--- config.mk ---
export PLATFORM = sky130hd
export DESIGN_NAME = adder_tree_accumulator_flat
export DESIGN_NICKNAME = d
export VERILOG_FILES = /design/src/rtl/convolver_pkg.sv /design/src/rtl/adder_tree_accumulator_if.sv /design/src/rtl/adder_tree_level.sv /design/src/rtl/adder_tree_accumulator.sv /design/src/flat_wrapper.sv
export SDC_FILE = /design/constraint.sdc
export NUM_CORES = 1
export LEC_CHECK = 0
export CORE_MARGIN = 1.5
export CORE_UTILIZATION = 45
export CTS_BUF_LIST = sky130_fd_sc_hd__clkbuf_8
export CTS_CLUSTER_SIZE = 16
export DETAILED_ROUTE_END_ITERATION = 8
export PLACE_DENSITY = 0.68
export SYNTH_ARGS = -nofsm -noshare
export SYNTH_HDL_FRONTEND = slang
export SYNTH_SLANG_ARGS = --single-unit
--- constraint.sdc ---
create_clock -name clk -period 16.3 [get_ports clk]
set_clock_uncertainty 0.05 [all_clocks]
set_input_delay 3.26 -clock clk [delete_from_list [all_inputs] [get_ports clk]]
set_output_delay 3.26 -clock clk [all_outputs]
set_load 0.02 [all_outputs]
--- src/rtl/convolver_pkg.sv ---
// convolver_pkg: shared sizing constants and helpers for the convolver datapath
package convolver_pkg;
  localparam int KERNEL_SIZE = 3;
  function automatic int clog2(input int v);
    int r;
    for (r = 0; (1 << r) < v; r++) begin
    end
    return r;
  endfunction
  function automatic int level_count(input int m, input int l);
    return (m + (1 << l) - 1) >> l;
  endfunction
  localparam int NUM_TAPS = KERNEL_SIZE ** 2;
  localparam int TREE_OPERANDS = NUM_TAPS + 1;
  localparam int TREE_LEVELS = clog2(TREE_OPERANDS);
endpackage

--- src/rtl/adder_tree_accumulator_if.sv ---
// adder_tree_accumulator_if: product/bias input and result output handshakes
interface adder_tree_accumulator_if #(
  parameter int DATA_WIDTH = 32,
  parameter int KERNEL_SIZE = 3
);
  logic [(KERNEL_SIZE ** 2) * DATA_WIDTH-1:0] products;
  logic [DATA_WIDTH-1:0] bias;
  logic in_valid;
  logic in_ready;
  logic [DATA_WIDTH-1:0] result;
  logic out_valid;
  logic out_ready;
  modport master(output products, bias, in_valid, out_ready, input in_ready, result, out_valid);
  modport slave(input products, bias, in_valid, out_ready, output in_ready, result, out_valid);
endinterface

--- src/rtl/adder_tree_level.sv ---
// adder_tree_level: one pairwise-add rank of the tree with its valid bit
module adder_tree_level #(
  parameter int DATA_WIDTH = 32,
  parameter int IN_COUNT = 2
) (
  input  logic clk,
  input  logic reset,
  input  logic advance_i,
  input  logic valid_i,
  input  logic [IN_COUNT*DATA_WIDTH-1:0] data_i,
  output logic valid_o,
  output logic [((IN_COUNT+1)/2)*DATA_WIDTH-1:0] data_o
);
  localparam int OUT_COUNT = (IN_COUNT + 1) / 2;
  logic [OUT_COUNT*DATA_WIDTH-1:0] data_d, data_q;
  logic valid_q;
  for (genvar j = 0; j < OUT_COUNT; j++) begin : g
    if (2 * j + 1 < IN_COUNT) begin : g_add
      assign data_d[j*DATA_WIDTH +: DATA_WIDTH] = data_i[2*j*DATA_WIDTH +: DATA_WIDTH]
                                                + data_i[(2*j+1)*DATA_WIDTH +: DATA_WIDTH];
    end else begin : g_pass
      assign data_d[j*DATA_WIDTH +: DATA_WIDTH] = data_i[2*j*DATA_WIDTH +: DATA_WIDTH];
    end
  end
  // Rank moves only on advance; data of a bubble keeps its old contents
  always_ff @(posedge clk or posedge reset) begin
    if (reset) begin
      valid_q <= 1'b0;
      data_q <= '0;
    end else if (advance_i) begin
      valid_q <= valid_i;
      if (valid_i) data_q <= data_d;
    end
  end
  assign valid_o = valid_q;
  assign data_o = data_q;
endmodule

--- src/rtl/adder_tree_accumulator.sv ---
// adder_tree_accumulator: pipelined sum of all kernel products plus bias
module adder_tree_accumulator
  import convolver_pkg::*;
#(
  parameter int DATA_WIDTH = 32,
  parameter int KERNEL_SIZE = convolver_pkg::KERNEL_SIZE
) (
  input logic clk,
  input logic reset,
  adder_tree_accumulator_if.slave bus
);
  localparam int M = KERNEL_SIZE ** 2 + 1;
  localparam int LEVELS = clog2(M);
  logic advance;
  assign advance = !bus.out_valid | bus.out_ready;
  assign bus.in_ready = advance;
  for (genvar l = 0; l < LEVELS; l++) begin : g
    localparam int IC = level_count(M, l);
    localparam int OC = level_count(M, l + 1);
    logic [IC*DATA_WIDTH-1:0] d_in;
    logic [OC*DATA_WIDTH-1:0] d_out;
    logic v_in, v_out;
    if (l == 0) begin : g_first
      assign d_in = {bus.bias, bus.products};
      assign v_in = bus.in_valid;
    end else begin : g_next
      assign d_in = g[l-1].d_out;
      assign v_in = g[l-1].v_out;
    end
    adder_tree_level #(.DATA_WIDTH(DATA_WIDTH), .IN_COUNT(IC)) u_level (
      .clk(clk),
      .reset(reset),
      .advance_i(advance),
      .valid_i(v_in),
      .data_i(d_in),
      .valid_o(v_out),
      .data_o(d_out)
    );
  end
  assign bus.out_valid = g[LEVELS-1].v_out;
  assign bus.result = g[LEVELS-1].d_out;
endmodule

--- src/flat_wrapper.sv ---
// flat-port wrapper written by rule: the top's interface ports become plain ports
module adder_tree_accumulator_flat import convolver_pkg::*;
#(
  parameter int DATA_WIDTH = 32,
  parameter int KERNEL_SIZE = convolver_pkg::KERNEL_SIZE
)
  (clk, reset, bus_products, bus_bias, bus_in_valid, bus_out_ready, bus_in_ready, bus_result, bus_out_valid);
  adder_tree_accumulator_if #(.DATA_WIDTH(DATA_WIDTH), .KERNEL_SIZE(KERNEL_SIZE)) bus_i ();
  input logic clk;
  input logic reset;
  input wire logic [$bits(bus_i.products)-1:0] bus_products;
  input wire logic [$bits(bus_i.bias)-1:0] bus_bias;
  input wire logic [$bits(bus_i.in_valid)-1:0] bus_in_valid;
  input wire logic [$bits(bus_i.out_ready)-1:0] bus_out_ready;
  output wire logic [$bits(bus_i.in_ready)-1:0] bus_in_ready;
  output wire logic [$bits(bus_i.result)-1:0] bus_result;
  output wire logic [$bits(bus_i.out_valid)-1:0] bus_out_valid;
  assign bus_i.products = bus_products;
  assign bus_i.bias = bus_bias;
  assign bus_i.in_valid = bus_in_valid;
  assign bus_i.out_ready = bus_out_ready;
  assign bus_in_ready = bus_i.in_ready;
  assign bus_result = bus_i.result;
  assign bus_out_valid = bus_i.out_valid;
  adder_tree_accumulator #(.DATA_WIDTH(DATA_WIDTH), .KERNEL_SIZE(KERNEL_SIZE)) u_core (.clk(clk), .reset(reset), .bus(bus_i));
endmodule
# Yosys cells after proc, flatten, opt, wreduce, memory -nomap -nowiden

Cells that the tools add are included.

Output and inout bits: 34
Memories kept: 0
Latch bits: 0
Register bits after elaboration: 356
Word-level logic and storage cells: 23
Bits in writable memories: 0
Memory bits (read-only): 0
Bits of input ports: 324

Multiply operators: 0
Shift operators: 0
Bitwise operators: 1
Order comparisons: 0
Div/mod/pow operators: 0
Mux-type cells: 0
Reductions and logical operators: 5
Equality and inequality tests: 0
Add/subtract/negate cells: 9

Operator list:

| kind                | count |
|---|---|
| 32-bit adder        | 9 |
| 2-bit AND reduction | 4 |
| 1-bit logical NOT   | 1 |
| 1-bit OR            | 1 |

# Depth between registers and ports, before layout

Depth after elaboration: 3
Mapped depth: 13

# Modules after synthesis

Synthesis repeated with hierarchy kept, for this count alone.

Cells, all modules: 3340
Area, all modules: 27546.4 um2

By module, submodules not included:

| module                                 | cells an instance | area each (um2) | instances |
|---|---|---|---|
| adder_tree_level (u_core.g[0].u_level) | 1698              | 13830.8         | 1 |
| adder_tree_level (u_core.g[1].u_level) | 799               | 6712.7          | 1 |
| adder_tree_level (u_core.g[2].u_level) | 491               | 4112.7          | 1 |
| adder_tree_level (u_core.g[3].u_level) | 351               | 2884.0          | 1 |
| adder_tree_accumulator                 | 1                 | 6.3             | 1 |

# Worst setup path before layout

Ideal clock, no wire load.

Kind: input to output
Start point: input bus_out_ready
End point: output bus_in_ready
Cell stages on the path: 2
Path buffers: 1
Data arrival time: 3.771 ns
Path slack: 9.219 ns
Path through: nand2b_1 > clkbuf_1

Cells in the longest elaborated chain, start to end: 1

RTL lines:

| item            | line                         | RTL |
|---|---|---|
| start, declared | flat_wrapper.sv:14           | `input wire logic [$bits(bus_i.out_ready)-1:0] bus_out_ready;` |
| 1-bit OR        | adder_tree_accumulator.sv:15 | `assign advance = !bus.out_valid \| bus.out_ready;` |
| end, declared   | flat_wrapper.sv:15           | `output wire logic [$bits(bus_i.in_ready)-1:0] bus_in_ready;` |

No other way between the ends.

# Worst setup path in the final report

Ends and elaborated chain as after synthesis.

==> impl_metrics.json <==
{
  "initial_core_util": 0.457,
  "start_kind": "input pin",
  "syn-num-nets": 3494,
  "p_int_mw": 3.08,
  "grt_max_degree": 139,
  "syn_area_um2": 25900,
  "post-cts-setup-buffers": 0,
  "seq_power_share": 0.291,
  "dp_hpwl_mm": 53.2,
  "cp_max_fo": 13,
  "min_period_ns": 8.23,
  "tightest_slew_ns": 1.05,
  "ctsResizeCount": 0,
  "wl_mm": 67.1,
  "die_area_um2": 58900,
  "p_clk_frac": 0.162,
  "cts_hold_repair.buffers": 0,
  "clk_path_buf_depth": 3,
  "power_switching_mw": 2.32,
  "final_common_cell": "nand2_1",
  "synth_edf_count": 0,
  "combPwrFrac": 0.547,
  "layout_common_cells": "nand2_1, clkdlybuf4s50_1, dfrtp_1, o21ai_0, ha_1",
  "cap_violations": 0,
  "grt_pass1_vias": 21900,
  "drc": 0,
  "port_buffers": 357,
  "clk_latency_ns": 0.65,
  "critPathArrivalTime_ns": 4.92,
  "path_class": "input pin to output port",
  "grt_pass1_wl_mm": 110,
  "syn_area_per_cell_um2": 8.97,
  "clkTransAtPathRegs_ns": 0.06,
  "layout-drive-gt1-share": 0.0656,
  "hold_viol_final": 0,
  "grt_setup_unrepaired": "no",
  "track_usage": 0.225,
  "finalCritPeriodShare": 0.505,
  "async_reset_ff_frac": 1.00,
  "cts_tree": "yes",
  "area_growth_pct": 21.7,
  "cts_made_buffers": 60,
  "drtIter0Drc": 1266,
  "hold-worst-slack_ns": 0.426,
  "setup-violations-final": 0,
  "viasPerCell": 5.50,
  "power.density_nw_per_um2": 172,
  "synthCells": 2882,
  "htreeDepth": 2,
  "ys_ff_latch": 356,
  "grt_overflow": 0,
  "gp_congestion": 0.913,
  "clock.fmax_mhz": 121,
  "fin_nets": 3826,
  "cp.required_ns": 12.99,
  "synth.distinct_cells": 81,
  "rows": 87,
  "setup_tns_ns": 0,
  "report.final.slew_viol_count": 0,
  "status": "completed",
  "seq_area_um2": 8910,
  "antenna_found_initial": 1,
  "top_level_ports": 358,
  "core-area_um2": 56600,
  "vias": 22100,
  "hold_class": "flop to flop",
  "ys.flop_type": "dfrtp_1",
  "placement.cell_area_um2": 30100,
  "ctsRootBufferMaster": "clkbuf_8",
  "dr.pass1.iters": 5,
  "cts_sinks": 356,
  "relSlewSlack": 0.303,
  "fin_area_um2": 31500,
  "ys_seq_area_frac": 0.345,
  "multi_input_area_um2": 16300,
  "p_leak_nw": 14.6,
  "endpoint_kind": "output port",
  "netSwitchingFraction": 0.429,
  "dieHeight_um": 243,
  "yosysWarningCount": 0,
  "fill_cells": 5146,
  "wl_per_cell_um": 16.7,
  "vdd_drop_max_v": 0.000109,
  "die_w_um": 243,
  "antenna_left": 0
}
==> cell families after synthesis <==
logic type,Yosys count,synth area share
xor gates and xnor gates,264,0.0894
buffers and inverters,164,0.0239
AOI/OAI and AO/OA,1016,0.243
adders and majority gates,288,0.142
muxes,78,0.0338
and+or+nand+nor,716,0.123
DFF,356,0.345
==> metrics by stage <==
step / util / std cells / setup WS, ns / power (mW)
after floorplan: - / 2882 / 3.11 / 3.68
after global placement: 0.532 / 3908 / 8.08 / 4.44
after detailed placement: 0.532 / 3908 / 8.07 / 4.52
after CTS: 0.556 / 4020 / 8.07 / 5.42
after global routing: 0.556 / 4021 / 8.01 / 5.85
final: 0.556 / 4021 / 8.07 / 5.40
==> Yosys cell counts (all sizes together), types with 6 or more instances <==
| master | number | area share |
|---|---|---|
| a2111oi | 6 | 0.0025 |
| a221o | 10 | 0.0039 |
| a311oi | 6 | 0.0034 |
| o21bai | 36 | 0.010 |
| a221oi | 7 | 0.0031 |
| clkbuf | 88 | 0.013 |
| o211ai | 12 | 0.0037 |
| a211o | 9 | 0.0030 |
| nand2 | 398 | 0.058 |
| dfrtp | 356 | 0.34 |
| o2111ai | 7 | 0.0026 |
| a211oi | 26 | 0.0079 |
| fa | 9 | 0.0070 |
| xor2 | 129 | 0.044 |
| mux2 | 75 | 0.033 |
| a21oi | 254 | 0.050 |
| nor3b | 6 | 0.0017 |
| inv | 68 | 0.0099 |
| o21a | 27 | 0.0079 |
| xnor2 | 135 | 0.046 |
| a31oi | 22 | 0.0053 |
| a21boi | 6 | 0.0017 |
| nor2b | 20 | 0.0049 |
| ha | 279 | 0.14 |
| a21o | 153 | 0.044 |
| buf | 8 | 0.0013 |
| nand2b | 22 | 0.0053 |
| and3 | 24 | 0.0058 |
| and4 | 11 | 0.0037 |
| nand4 | 25 | 0.0063 |
| nand3 | 56 | 0.011 |
| nor3 | 19 | 0.0037 |
| nor2 | 112 | 0.016 |
| o21ai | 384 | 0.074 |
| and2 | 8 | 0.0019 |
| o31ai | 19 | 0.0066 |
==> layer usage <==
layer / up-vias / routed length [um] / global-route usage
met4: 0 / 1300 / 0.0597
met5: - / 0 / 0
met3: 99 / 2350 / 0.0233
met1: 10400 / 31500 / 0.304
met2: 480 / 31900 / 0.385
li1: 11100 / - / -
==> power groups by stage <==
stage	logic, mW	clock network [mW]	registers [mW]
final	2.95	0.873	1.57
after global routing	3.30	0.937	1.62
after CTS	2.95	0.896	1.58
after detailed placement	2.93	0	1.59
after global placement	2.86	0	1.58
after floorplan	2.17	0	1.50
==> sequential cells by signal, indices dropped and copies added, names as in the netlist <==
name and cells:
u_core.g.u_level.data_o 352, u_core.g.u_level.valid_o 4
==> final timing paths <==
path | depth (start not counted) | from | slack, ns | endpoint
max | 3 | bus_out_ready | 8.07 | bus_in_ready
min | 2 | u_core.g[0].u_level.data_o[14] | 0.43 | u_core.g[0].u_level.data_o[14]
max reg2reg | 12 | u_core.g[0].u_level.data_o[1] | 12.74 | u_core.g[1].u_level.data_o[29]
min reg2reg | 2 | u_core.g[0].u_level.data_o[14] | 0.43 | u_core.g[0].u_level.data_o[14]
max in group asynchronous | 3 | reset | 11.42 | u_core.g[0].u_level.data_o[77]
min in group asynchronous | 2 | reset | 3.16 | u_core.g[0].u_level.data_o[34]
==> cell type report <==
type / count / area share
Clock buffer: 81 / 0.0354
Inverter: 68 / 0.00835
Tap cell: 756 / 0.0301
Multi-Input combinational cell: 2362 / 0.520
Clock inverter: 31 / 0.00756
Sequential cell: 356 / 0.283
Antenna cell: 1 / 0.0000796
Timing Repair Buffer: 366 / 0.116
==> worst max-delay path: stages <==
cell and delay (ns):
clkdlybuf4s50_1 0.45, nand2b_1 0.49, clkdlybuf4s50_1 0.72
(Power assumes the default switching activity.)
